$ cat src/rtl/gate_tester_pkg.sv
// rtl/gate_tester_pkg.sv - shared types and constants for the gate tester
// Purpose: FSM state encoding and vector count used by gate_tester.
// Ports: none (package).
package gate_tester_pkg;

  localparam int NUM_VECTORS = 4;

  typedef enum logic [1:0] {
    ST_IDLE   = 2'd0,
    ST_SETTLE = 2'd1,
    ST_SAMPLE = 2'd2,
    ST_DONE   = 2'd3
  } state_t;

endpackage

$ cat src/rtl/gate_tester_settle_timer.sv
// rtl/gate_tester_settle_timer.sv - loadable settle countdown with zero flag
// Purpose: holds the per-vector settle count for gate_tester.
// Ports:
//   clk, rst_n  : clock, asynchronous active-low reset
//   i_load      : load i_load_val (has priority over i_dec)
//   i_load_val  : value to load
//   i_dec       : decrement by one; holds at zero
//   o_zero      : count is zero
module settle_timer #(
  parameter int W = 4
) (
  input  logic         clk,
  input  logic         rst_n,
  input  logic         i_load,
  input  logic [W-1:0] i_load_val,
  input  logic         i_dec,
  output logic         o_zero
);

  logic [W-1:0] r_count;

  always_ff @(posedge clk or negedge rst_n) begin
    if (!rst_n) begin
      r_count <= '0;
    end else if (i_load) begin
      r_count <= i_load_val;
    end else if (i_dec && (r_count != '0)) begin
      r_count <= r_count - 1'b1;
    end
  end

  assign o_zero = (r_count == '0);

endmodule

$ cat src/rtl/gate_tester.sv
// rtl/gate_tester.sv - exhaustive tester for a 2-input combinational gate
// Purpose: applies vectors 00,01,10,11 to the gate, samples Y after SETTLE+1
//   cycles per vector, and reports pass/fail per run.
// Ports:
//   clk, rst_n  : clock (rising edge), asynchronous active-low reset
//   start       : run request, honoured in IDLE only
//   loop        : restart immediately after a run completes
//   Y_in        : output of the gate under test
//   A_out,B_out : registered stimulus to the gate
//   busy        : high while settling or sampling
//   done        : one-cycle pulse at run completion
//   pass        : last completed run had no mismatch
//   fail_mask   : per-vector mismatch flags of the last completed run
//   pass_count  : passing runs since reset, saturating at 255
module gate_tester
  import gate_tester_pkg::*;
#(
  parameter logic [3:0] TRUTH  = 4'b0111,
  parameter int         SETTLE = 2
) (
  input  logic       clk,
  input  logic       rst_n,
  input  logic       start,
  input  logic       loop,
  input  logic       Y_in,
  output logic       A_out,
  output logic       B_out,
  output logic       busy,
  output logic       done,
  output logic       pass,
  output logic [3:0] fail_mask,
  output logic [7:0] pass_count
);

  localparam logic [3:0] SETTLE_M1 = 4'(SETTLE - 1);
  localparam logic [1:0] LAST_IDX  = 2'(NUM_VECTORS - 1);

  state_t     r_state;
  state_t     w_next;
  logic [1:0] r_index;
  logic [3:0] r_mask;
  logic       w_start_run;
  logic       w_next_vec;
  logic       w_finish;
  logic       w_dec;
  logic       w_zero;
  logic       w_mismatch;
  logic [3:0] w_mask_upd;

  assign w_mismatch = (Y_in != TRUTH[r_index]);
  // Working mask including the vector sampled on this edge.
  assign w_mask_upd = r_mask | ({3'b000, w_mismatch} << r_index);

  settle_timer #(.W(4)) u_settle_timer (
    .clk        (clk),
    .rst_n      (rst_n),
    .i_load     (w_start_run | w_next_vec),
    .i_load_val (SETTLE_M1),
    .i_dec      (w_dec),
    .o_zero     (w_zero)
  );

  always_ff @(posedge clk or negedge rst_n) begin
    if (!rst_n) begin
      r_state <= ST_IDLE;
    end else begin
      r_state <= w_next;
    end
  end

  always_comb begin
    w_next      = r_state;
    w_start_run = 1'b0;
    w_next_vec  = 1'b0;
    w_finish    = 1'b0;
    w_dec       = 1'b0;
    case (r_state)
      ST_IDLE: begin
        if (start) begin
          w_next      = ST_SETTLE;
          w_start_run = 1'b1;
        end
      end
      ST_SETTLE: begin
        if (w_zero) begin
          w_next = ST_SAMPLE;
        end else begin
          w_dec = 1'b1;
        end
      end
      ST_SAMPLE: begin
        if (r_index == LAST_IDX) begin
          w_next   = ST_DONE;
          w_finish = 1'b1;
        end else begin
          w_next     = ST_SETTLE;
          w_next_vec = 1'b1;
        end
      end
      ST_DONE: begin
        if (loop) begin
          w_next      = ST_SETTLE;
          w_start_run = 1'b1;
        end else begin
          w_next = ST_IDLE;
        end
      end
      default: w_next = ST_IDLE;
    endcase
  end

  // busy/done are registered copies of the next state so they line up with it.
  always_ff @(posedge clk or negedge rst_n) begin
    if (!rst_n) begin
      r_index    <= '0;
      r_mask     <= '0;
      A_out      <= 1'b0;
      B_out      <= 1'b0;
      busy       <= 1'b0;
      done       <= 1'b0;
      pass       <= 1'b0;
      fail_mask  <= '0;
      pass_count <= '0;
    end else begin
      busy <= (w_next == ST_SETTLE) || (w_next == ST_SAMPLE);
      done <= (w_next == ST_DONE);
      if (w_start_run) begin
        r_index        <= '0;
        r_mask         <= '0;
        {A_out, B_out} <= 2'b00;
      end else if (w_next_vec) begin
        r_index        <= r_index + 2'd1;
        r_mask         <= w_mask_upd;
        {A_out, B_out} <= r_index + 2'd1;
      end else if (w_finish) begin
        fail_mask <= w_mask_upd;
        pass      <= (w_mask_upd == 4'b0000);
        if ((w_mask_upd == 4'b0000) && (pass_count != 8'hFF)) begin
          pass_count <= pass_count + 8'd1;
        end
      end else if (r_state == ST_DONE) begin
        {A_out, B_out} <= 2'b00;
      end
    end
  end

endmodule

$ cat config.mk
export PLATFORM = sky130hd
export DESIGN_NAME = gate_tester
export DESIGN_NICKNAME = d
export VERILOG_FILES = /design/src/rtl/gate_tester_pkg.sv /design/src/rtl/gate_tester_settle_timer.sv /design/src/rtl/gate_tester.sv
export SDC_FILE = /design/constraint.sdc
export NUM_CORES = 1
export LEC_CHECK = 0
export BUFFER_PORTS_ARGS = -buffer_cell sky130_fd_sc_hd__buf_2
export CORE_MARGIN = 5
export CORE_UTILIZATION = 30
export DETAILED_ROUTE_END_ITERATION = 10
export PLACE_DENSITY = 0.49
export SLEW_MARGIN = 10
export SYNTH_ARGS = -nofsm -noshare
export SYNTH_HDL_FRONTEND = slang
export SYNTH_SLANG_ARGS = --single-unit
$ cat constraint.sdc
create_clock -name clk -period 6 [get_ports clk]
set_clock_uncertainty 0.2 [all_clocks]
set_input_delay 0.3 -clock clk [delete_from_list [all_inputs] [get_ports clk]]
set_output_delay 0.3 -clock clk [all_outputs]
set_load 0.005 [all_outputs]
==> out/summary.txt <==
Post_cts resized - 0
Period utilization - 0.3673
Critical path buffers and inverters - 1
CP Class - reg2reg
Pre-Repair DR Iteration Count - 5
Grt ovf - 0
Lkg Pwr - 0.0008571 µW
Worst slew margin - 0.5683
Internal Dissipation - 459.1 µW
Final net count - 188
Max Fanout on Critical Path - 4
Setup TNS - 0 ns
Avg Inst Size Synth - 10.18 µm²
Synthesized net count - 160
H-tree levels - 2
Vias - 1113
Number of buffers created by CTS - 5
Reg power frac - 0.395
N_diodes - 0
Fin crit period - 2.204 ns
PD cells - 410.7 mW/mm²
Core region area - 0.004755 mm²
Crit-path leading delay family - compound AO/OA/AOI/OAI gates
MaxCap Viol Count - 0
Clock root buffer - clkbuf_8
Status - completed
Clock network power share - 0.242
Antenna violations before repair - 0
Post-DRT Antenna Nets - 0
First-pass GRT wire length - 5126 µm
Vias in the first global route - 1108
Core Rows - 25
CTS Buffer Depth - 2
Critical Path RT - 5.96 ns
CP Cell Sequence - inv_1, ha_1, or3b_1, a21oi_1, nor2_1, a211oi_1, ha_1
Tot Pwr - 727.6 µW
Drt wl/cell - 12.49 µm
CTS Hold Buffers Added - 1
Die width - 80.15 µm
#FFs+latches synth - 29
Hpwl dp - 2215 µm
Post-route DRC - 0
CTS tree - done
Ports - 22
CP max stage cell - or3b_1
Via density - 4.618
Post-synthesis sequential area ratio - 0.4915
Setup bufs post-CTS - 0
CP Capture Type - register
Max-slew violations - 0
EDFF count, synth - 0
CP most frequent cell - ha_1
RSZ-0062 raised after global routing - no
Mapped Cells - 145
Fmax - 453.8 MHz
Ys async rst share - 1.000
Initial core utilization - 0.3105
Post-synth top flop - dfrtp_1
# port buffers - 21
DRT iter0 DRCs - 36
Clock Pin Slew Worst Setup and Hold Paths - 0.06 ns
Data arrival time of the critical path - 2.17 ns
Synthesis warning total - 0
FILL cells - 510
VDD IR max - 0.0001777 V
Pin count of the biggest net entering global routing - 30
Synth top area cells - dfrtp_1 (49%), ha_1 (8.5%), nor2_1 (5.1%), a21oi_1 (3.1%), nand2_1 (3.1%)
Fin. Hold Viols - 0
Netlist cell types - 33
GRT Overall Usage - 0.1047
Share of cells above drive strength 1 - 0.2126
Endpoints failing setup - 0
Die height - 80.15 µm
R2R Setup Slk - 3.80 ns
Later-pin clock latency in the skew report - 0.28 ns
Total Wirelength - 3009 µm
Post-synth top area cell - dfrtp_1
Hold/Removal Path Class - in2reg
Area growth from synthesis to layout - 20.00%
Sw frac - 0.3691
Startpoint type of the worst setup path - register
Placer Congestion - 0.8549
Slew @ Worst Pin - 0.6475 ns
Psw - 268.5 µW
Slowest stage delay, CP - 0.41 ns
Logic gate share of total power - 0.363
Top cell type's share of synthesized area - 0.4915
Clock Sinks - 29
Cell area after synthesis - 0.001476 mm²
Die area - 0.006424 mm²
area by class of cell:
class / instances / area, µm² / share of cell area
Timing Repair Buffer: 22 / 115.1 / 0.06497
Tap cell: 67 / 83.83 / 0.04732
Inverter: 7 / 26.28 / 0.01483
Multi-Input combinational cell: 108 / 719.4 / 0.4061
Sequential cell: 29 / 725.7 / 0.4096
Clock inverter: 1 / 5.005 / 0.002825
Clock buffer: 7 / 96.34 / 0.05438
cells in the final DEF (no fill, tap or decap), drive strengths merged, types with 4 or more instances in the layout:
master and n:
nor3 7, nand2 12, o21ai 7, nand3 6
inv 7, a21oi 9, dfrtp 29, xor2 5
clkbuf 7, nor2 21, ha 10, mux2 4
buf 21, a31oi 5
cells by family (layout without fill, tap and decap cells):
family | Yosys count | in the layout | share of synthesized area
adders and majority gates | 10 | 10 | 0.08475
muxes | 4 | 4 | 0.03051
xor gates and xnor gates | 7 | 7 | 0.04153
buffers and inverters | 8 | 37 | 0.02119
AOI/OAI and AO/OA | 30 | 30 | 0.1398
DFF | 29 | 29 | 0.4915
and+or+nand+nor | 57 | 57 | 0.1907
final timing paths:
kind	start	end	cells after the start
max in group asynchronous	rst_n	pass_count[5]$_DFFE_PN0P_	2
worst min-delay path	start	r_state[1]$_DFF_PN0_	2
worst max register to register	u_settle_timer.r_count[1]$_DFFE_PN0P_	busy$_DFF_PN0_	7
min in group asynchronous	rst_n	A_out$_DFFE_PN0P_	2
worst min register to register	pass$_DFFE_PN0P_	pass$_DFFE_PN0P_	2
worst max-delay path	u_settle_timer.r_count[1]$_DFFE_PN0P_	busy$_DFF_PN0_	7
per-layer routing:
metal  up-vias  global-route usage  part of all wire
met1       531              0.1313              0.48
met2        19              0.1589              0.47
met3         7             0.04148             0.033
li1        556                   -                 -
met4         0             0.04392             0.020
met5         -                   0                 0
synthesized netlist by cell type (all sizes together) (2+ instances only):
cell,n
nor2b,3
mux2,4
inv,7
xor2,5
xnor2,2
and2,2
nor2,21
nand3,6
nor3,7
a22oi,3
nand2,12
a31oi,5
o21ai,7
ha,10
a211oi,2
a21oi,9
dfrtp,29
nand2b,2
flip-flops by register name (all words and copies together), names as in the netlist:
register and count:
r_state 2, r_index 2, pass_count 8, B_out 1, busy 1, r_mask 4, done 1, A_out 1
fail_mask 4, pass 1, u_settle_timer.r_count 4
worst register-to-register path, cell delays in order (launching register included):
cell and delay (ns):
dfrtp_1 0.40, inv_1 0.09, ha_1 0.14, or3b_1 0.41
a21oi_1 0.19, nor2_1 0.05, a211oi_1 0.30, ha_1 0.31
metrics by stage:
step                  util  hold slack [ns]  setup slack, ns  cell area, µm²  cells
detailed placement  0.3492           0.1753            3.812            1660    232
finish              0.3726          0.08695            3.796            1772    241
global placement    0.3492           0.1715            3.884            1660    232
floorplan                -          -0.1956            4.003            1476    145
CTS                 0.3726          0.07317            3.797            1772    241
global route        0.3726          0.08223            3.689            1772    241
power groups by stage:
stage | clock network (µW) | registers (µW) | logic [µW]
2_1_floorplan | 0 | 283 | 197
3_3_place_gp | 0 | 289 | 263
3_5_place_dp | 0 | 291 | 264
4_1_cts | 185 | 288 | 268
5_1_grt | 195 | 294 | 303
6_report | 176 | 287 | 264
Power figures use the tool's default switching activity.
